`src/rtl/pipereg_skid_stage_pkg.sv`:
```
// Shared types for the generic pipeline stage register (package pipes).
// Stage payload structs are passed to the stage as WIDTH = $bits(<struct>).
package pipes;

  typedef enum logic [1:0] {
    EMPTY = 2'd0,
    ONE   = 2'd1,
    TWO   = 2'd2
  } stage_state_t;

  localparam int DEFAULT_CNT_W = 32;

  typedef struct packed {
    logic [31:0] pc;
    logic [31:0] instr;
  } fetch_data_t;

  typedef struct packed {
    logic [31:0] pc;
    logic [4:0]  rd;
    logic [31:0] rs1_val;
    logic [31:0] rs2_val;
  } decode_data_t;

  typedef struct packed {
    logic [4:0]  rd;
    logic [31:0] result;
    logic        wr_en;
  } execute_data_t;

endpackage

```
`src/rtl/pipereg_skid_stage_if.sv`:
```
// Handshake bundle around one stage register: upstream valid/ready/data,
// downstream valid/ready/data, bubble flag and synchronous flush.
interface pipereg_skid_stage_if #(
  parameter int WIDTH = 64
);
  // A transfer happens on a rising edge where valid && ready. valid never
  // depends on ready, and data is held stable while valid && !ready.
  logic             in_valid;
  logic             in_ready;
  logic [WIDTH-1:0] in_data;
  logic             out_valid;
  logic             out_ready;
  logic [WIDTH-1:0] out_data;
  logic             out_bubble;
  logic             flush;

  modport master (
    output in_valid, in_data, out_ready, flush,
    input  in_ready, out_valid, out_data, out_bubble
  );

  modport slave (
    input  in_valid, in_data, out_ready, flush,
    output in_ready, out_valid, out_data, out_bubble
  );
endinterface

```
`src/rtl/pipereg_sat_counter.sv`:
```
// Saturating up-counter: increments on inc, sticks at all-ones, cleared only by reset.
module pipereg_sat_counter #(
  parameter int CNT_W = 32
) (
  input  logic             clk,
  input  logic             reset,
  input  logic             inc,
  output logic [CNT_W-1:0] count
);
  logic [CNT_W-1:0] count_q;
  logic [CNT_W-1:0] count_d;

  always_comb begin
    count_d = count_q;
    if (inc && !(&count_q)) begin
      count_d = count_q + 1'b1;
    end
  end

  always_ff @(posedge clk or negedge reset) begin
    if (!reset) begin
      count_q <= '0;
    end else begin
      count_q <= count_d;
    end
  end

  assign count = count_q;
endmodule

```
`src/rtl/pipereg_skid_stage.sv`:
```
// Generic inter-stage register with a one-entry skid buffer and registered in_ready.
// Define PIPEREG_PERF_EN to add the saturating stall_cnt / bubble_cnt counters.
module pipereg_skid_stage
  import pipes::*;
#(
  parameter int               WIDTH       = 64,
  parameter logic [WIDTH-1:0] RESET_VALUE = '0,
  parameter int               CNT_W       = DEFAULT_CNT_W
) (
  input  logic                 clk,
  input  logic                 reset,
  pipereg_skid_stage_if.slave  bus,
  output stage_state_t         dbg_state
`ifdef PIPEREG_PERF_EN
  ,
  output logic [CNT_W-1:0]     stall_cnt,
  output logic [CNT_W-1:0]     bubble_cnt
`endif
);
  stage_state_t     state_q, state_d;
  logic [WIDTH-1:0] main_q, main_d;
  logic [WIDTH-1:0] skid_q, skid_d;
  logic             in_ready_q, in_ready_d;
  logic             out_valid;
  logic             in_xfer;
  logic             out_xfer;

  assign out_valid = (state_q != EMPTY);
  assign in_xfer   = bus.in_valid && in_ready_q;
  assign out_xfer  = out_valid && bus.out_ready;

  always_comb begin
    state_d = state_q;
    main_d  = main_q;
    skid_d  = skid_q;
    if (bus.flush) begin
      // Flush wins over everything; a same-cycle input is discarded.
      state_d = EMPTY;
      main_d  = RESET_VALUE;
      skid_d  = RESET_VALUE;
    end else begin
      unique case (state_q)
        EMPTY: begin
          if (in_xfer) begin
            state_d = ONE;
            main_d  = bus.in_data;
          end
        end
        ONE: begin
          if (in_xfer && !out_xfer) begin
            state_d = TWO;
            skid_d  = bus.in_data;
          end else if (in_xfer && out_xfer) begin
            main_d  = bus.in_data;
          end else if (out_xfer) begin
            state_d = EMPTY;
            main_d  = RESET_VALUE;
          end
        end
        TWO: begin
          if (out_xfer) begin
            state_d = ONE;
            main_d  = skid_q;
            skid_d  = RESET_VALUE;
          end
        end
        default: begin
          state_d = EMPTY;
          main_d  = RESET_VALUE;
          skid_d  = RESET_VALUE;
        end
      endcase
    end
    in_ready_d = (state_d != TWO);
  end

  always_ff @(posedge clk or negedge reset) begin
    if (!reset) begin
      state_q    <= EMPTY;
      main_q     <= RESET_VALUE;
      skid_q     <= RESET_VALUE;
      in_ready_q <= 1'b1;
    end else begin
      state_q    <= state_d;
      main_q     <= main_d;
      skid_q     <= skid_d;
      in_ready_q <= in_ready_d;
    end
  end

  assign bus.in_ready   = in_ready_q;
  assign bus.out_valid  = out_valid;
  assign bus.out_data   = out_valid ? main_q : RESET_VALUE;
  assign bus.out_bubble = !out_valid;
  assign dbg_state      = state_q;

`ifdef PIPEREG_PERF_EN
  pipereg_sat_counter #(.CNT_W(CNT_W)) u_stall_cnt (
    .clk   (clk),
    .reset (reset),
    .inc   (out_valid && !bus.out_ready),
    .count (stall_cnt)
  );

  pipereg_sat_counter #(.CNT_W(CNT_W)) u_bubble_cnt (
    .clk   (clk),
    .reset (reset),
    .inc   (!out_valid),
    .count (bubble_cnt)
  );
`endif
endmodule

```
`src/flat_wrapper.sv`:
```
// flat-port wrapper written by rule: the top's interface ports become plain ports
module pipereg_skid_stage_flat import pipes::*;
#(
  parameter int               WIDTH       = 64,
  parameter logic [WIDTH-1:0] RESET_VALUE = '0,
  parameter int               CNT_W       = DEFAULT_CNT_W
)
  (clk, reset, dbg_state, bus_in_valid, bus_in_data, bus_out_ready, bus_flush, bus_in_ready, bus_out_valid, bus_out_data, bus_out_bubble);
  pipereg_skid_stage_if #(.WIDTH(WIDTH)) bus_i ();
  input  logic clk;
  input  logic reset;
  output stage_state_t dbg_state;
  input wire logic [$bits(bus_i.in_valid)-1:0] bus_in_valid;
  input wire logic [$bits(bus_i.in_data)-1:0] bus_in_data;
  input wire logic [$bits(bus_i.out_ready)-1:0] bus_out_ready;
  input wire logic [$bits(bus_i.flush)-1:0] bus_flush;
  output wire logic [$bits(bus_i.in_ready)-1:0] bus_in_ready;
  output wire logic [$bits(bus_i.out_valid)-1:0] bus_out_valid;
  output wire logic [$bits(bus_i.out_data)-1:0] bus_out_data;
  output wire logic [$bits(bus_i.out_bubble)-1:0] bus_out_bubble;
  assign bus_i.in_valid = bus_in_valid;
  assign bus_i.in_data = bus_in_data;
  assign bus_i.out_ready = bus_out_ready;
  assign bus_i.flush = bus_flush;
  assign bus_in_ready = bus_i.in_ready;
  assign bus_out_valid = bus_i.out_valid;
  assign bus_out_data = bus_i.out_data;
  assign bus_out_bubble = bus_i.out_bubble;
  pipereg_skid_stage #(.WIDTH(WIDTH), .RESET_VALUE(RESET_VALUE), .CNT_W(CNT_W)) u_core (.clk(clk), .reset(reset), .bus(bus_i), .dbg_state(dbg_state));
endmodule
```
`config.mk`:
```
export PLATFORM = sky130hd
export DESIGN_NAME = pipereg_skid_stage_flat
export DESIGN_NICKNAME = d
export VERILOG_FILES = /design/src/rtl/pipereg_skid_stage_pkg.sv /design/src/rtl/pipereg_skid_stage_if.sv /design/src/rtl/pipereg_sat_counter.sv /design/src/rtl/pipereg_skid_stage.sv /design/src/flat_wrapper.sv
export SDC_FILE = /design/constraint.sdc
export NUM_CORES = 1
export LEC_CHECK = 0
export ABC_AREA = 1
export BUFFER_PORTS_ARGS = -buffer_cell sky130_fd_sc_hd__clkbuf_2
export CAP_MARGIN = 10
export CORE_ASPECT_RATIO = 1.5
export CORE_MARGIN = 8
export CORE_UTILIZATION = 30
export DETAILED_ROUTE_END_ITERATION = 12
export PLACE_DENSITY_LB_ADDON = 0.3
export SYNTH_ARGS = -nofsm -noshare
export SYNTH_HDL_FRONTEND = slang
export SYNTH_SLANG_ARGS = --single-unit
```
`constraint.sdc`:
```
create_clock -name clk -period 1.54 [get_ports clk]
set_input_delay 0.308 -clock clk [delete_from_list [all_inputs] [get_ports clk]]
set_output_delay 0.308 -clock clk [all_outputs]
set_load 0.03 [all_outputs]
```
==> impl_metrics.ini <==
[status]
outcome = finished with violations
violations = negative setup slack

[die]
std_cell_rows = 70
die-area_mm2 = 0.0296
start_util_pct = 30.1
die_x_um = 143
io-pin-count = 138
core_area_mm2 = 0.0242
fp.dieH_um = 207

[timing]
finalSetupViolCount = 193
setup_ws_ns = -0.361
timing.final.crit_share_pct = 123
maxSlewViolCount = 0
worst_slew_pin_slew_ns = 0.353
grt_setup_unrepaired = true
fmax_ghz = 0.526
slew_headroom_pct = 76.4
fin_crit_ns = 1.90
finalClockSkew_ns = 0.00928
hold_violations = 0
whs_ns = 0.134

[final_layout]
multi_input_comb_area_mm2 = 0.00362
design_area_mm2 = 0.0114
nNetsFinal = 1371
final_common_cell = nand2_1
n_antenna_cell = 0
fin_cells = 1639
fillerInstances = 2387
drive_gt1_share_pct = 27.8
seq_area_mm2 = 0.00328
final_cell_mix = nand2_1 (513), dfrtp_1 (128), inv_1 (120), clkbuf_2 (69), nand3_1 (60)
syn2layout_area_growth_pct = 56.4

[global_routing]
antenna_found_initial = 0
grt_max_degree = 49
globalRouteTotalUtil_pct = 17.8
use_met1_pct = 20.7
overflow = 0
grt_pass1_wl_mm = 40.4
top_usage_layer = met2
grt_use_met3_pct = 3.20
grt_pass1_vias = 7488
met2_usage_pct = 31.8

[clock_network]
cts_made_buffers = 17
worstSkewPairLatency_ns = 0.43
cts_tree = built
clock-sinks = 131
htree_levels = 4
clock-root-buffer = clkbuf_16
clkTransAtPathRegs_ns = 0.06
clockBufferDepth = 2

[drt]
post-route-drc-count = 0
drt_iter0_drc = 518
avgViaCountPerCell = 4.66
ant_nets = 0
routedWlPerCell_um = 16.3
drt_pass1_iterations = 5
vias = 7634
drt-total-wl_mm = 26.7

[yosys]
avgSynthCellArea_um2 = 6.59
synthTopCellsByArea = dfrtp_1 (45%), nand2_1 (27%), inv_1 (6.2%)
synth_nets = 1175
syn_inst = 1106
ys_seq_elements = 131
synth.distinct_cells = 17
synth_top_area_share_pct = 44.7
synth_area_mm2 = 0.00729
yosys.area.top_type = dfrtp_1
ys_seq_area_share_pct = 45.0
ys_warn_count = 0

[worst_setup_path]
path_buf_inv = 3
crit_path_start_kind = flip-flop
slowest_delay_ns = 0.42
r2r_setup_slack_ns = -0.31
end_kind = primary output
path_cells = nor2_4 -> buf_6 -> clkbuf_16 -> nor2_2 -> clkbuf_8
worst_ep_required_time_ns = 1.23
crit_family = buffers and inverters
crit_arrival_ns = 1.59
cp_max_fo = 7
slowest_stage = dfrtp_2
critPathKind = reg2out

[place]
port_buffers = 137
dp.cells = 1547
gp_congestion = 0.796
placed_cell_area_mm2 = 0.00897
dp_hpwl_mm = 15.1

[flow_run]
cap_violations = 0

[power]
p_leak_nw = 5.71
ir_drop_mv = 0.822
power_density_mw_per_mm2 = 964

[min_path]
hp-class = in2reg
final cells by class:
cell class | count | area share, %
multi-input cells | 776 | 31.8
flip-flops and latches | 131 | 28.8
clock buffers | 20 | 4.01
inverters | 125 | 4.14
repair buffers | 251 | 26.6
clock inverters | 12 | 1.15
well taps | 324 | 3.56
cell usage after synthesis:
cell type    n
inv_2        4
nand4_1     40
nand2_1    519
dfstp_2      1
o21ai_1     43
a21oi_1      2
o21ai_0     23
buf_4        1
inv_1      121
a31oi_1      1
buf_2       58
nor2_2       2
buf_1        2
clkbuf_1    13
dfrtp_1    130
nor2_1      84
nand3_1     62
worst min-delay path: cells and delay by family:
kind	cells	cell delay, ns
buffers and inverters	1	0.09
AND/OR/NAND/NOR	1	0.06
AO/OA/AOI/OAI	1	0.06
routing by layer:
layer	part of all wire [%]	wire (um)
met1	42	11100
met2	52	13900
met3	4.3	1150
met4	1.9	520
met5	0	0
what timing repair did:
| item | CTS | global route |
|---|---|---|
| resized for setup | 162 | 56 |
| endpoints found under the setup margin | 123 | 198 |
| setup buffers | 27 | 10 |
| hold buffers | 1 | 0 |
| cloned | 15 | 9 |
| hold endpoints to repair | 24 | 0 |
| pin swaps | 3 | 2 |
stage by stage:
step	setup TNS [ns]	power (mW)	setup slack (ns)	util [%]
5_1_grt	-58.03	11.5	-0.415	47.2
3_3_place_gp	-0.751	5.98	-0.0574	37.1
2_1_floorplan	-3.63	5.17	-0.0754	-
6_report	-43.16	11.0	-0.361	47.2
3_5_place_dp	-1.04	6.00	-0.0601	37.1
4_1_cts	-37.06	10.8	-0.379	45.2
logic make-up (layout without fill, tap and decap cells):
family | count (synthesis) | in the layout | synth area share (%)
buf+inv | 199 | 408 | 11.3
compound gates | 69 | 69 | 4.76
flops | 131 | 131 | 45.0
simple gates | 707 | 707 | 38.9
report_power, final:
part | switching (mW) | internal [mW]
Combinational | 1.67 | 1.38
Sequential | 0.142 | 3.70
Clock | 1.64 | 2.47
Total | 3.44 | 7.55
flip-flops by register name, indices dropped and copies added, names as in the netlist:
| register | flops |
|---|---|
| u_core.skid_q | 64 |
| u_core.bus.in_ready | 1 |
| u_core.main_q | 64 |
| u_core.dbg_state | 2 |
final timing paths:
path,startpoint,to,cells past startpoint
worst max-delay path,u_core.dbg_state[1],bus_out_data[31],5
worst min-delay path,bus_in_data[2],u_core.skid_q[2],3
worst max register to register,u_core.dbg_state[1],u_core.main_q[12],11
worst min register to register,u_core.main_q[48],u_core.main_q[48],2
max in group asynchronous,reset,u_core.skid_q[42],3
min in group asynchronous,reset,u_core.main_q[12],2
Power figures use the tool's default switching activity.
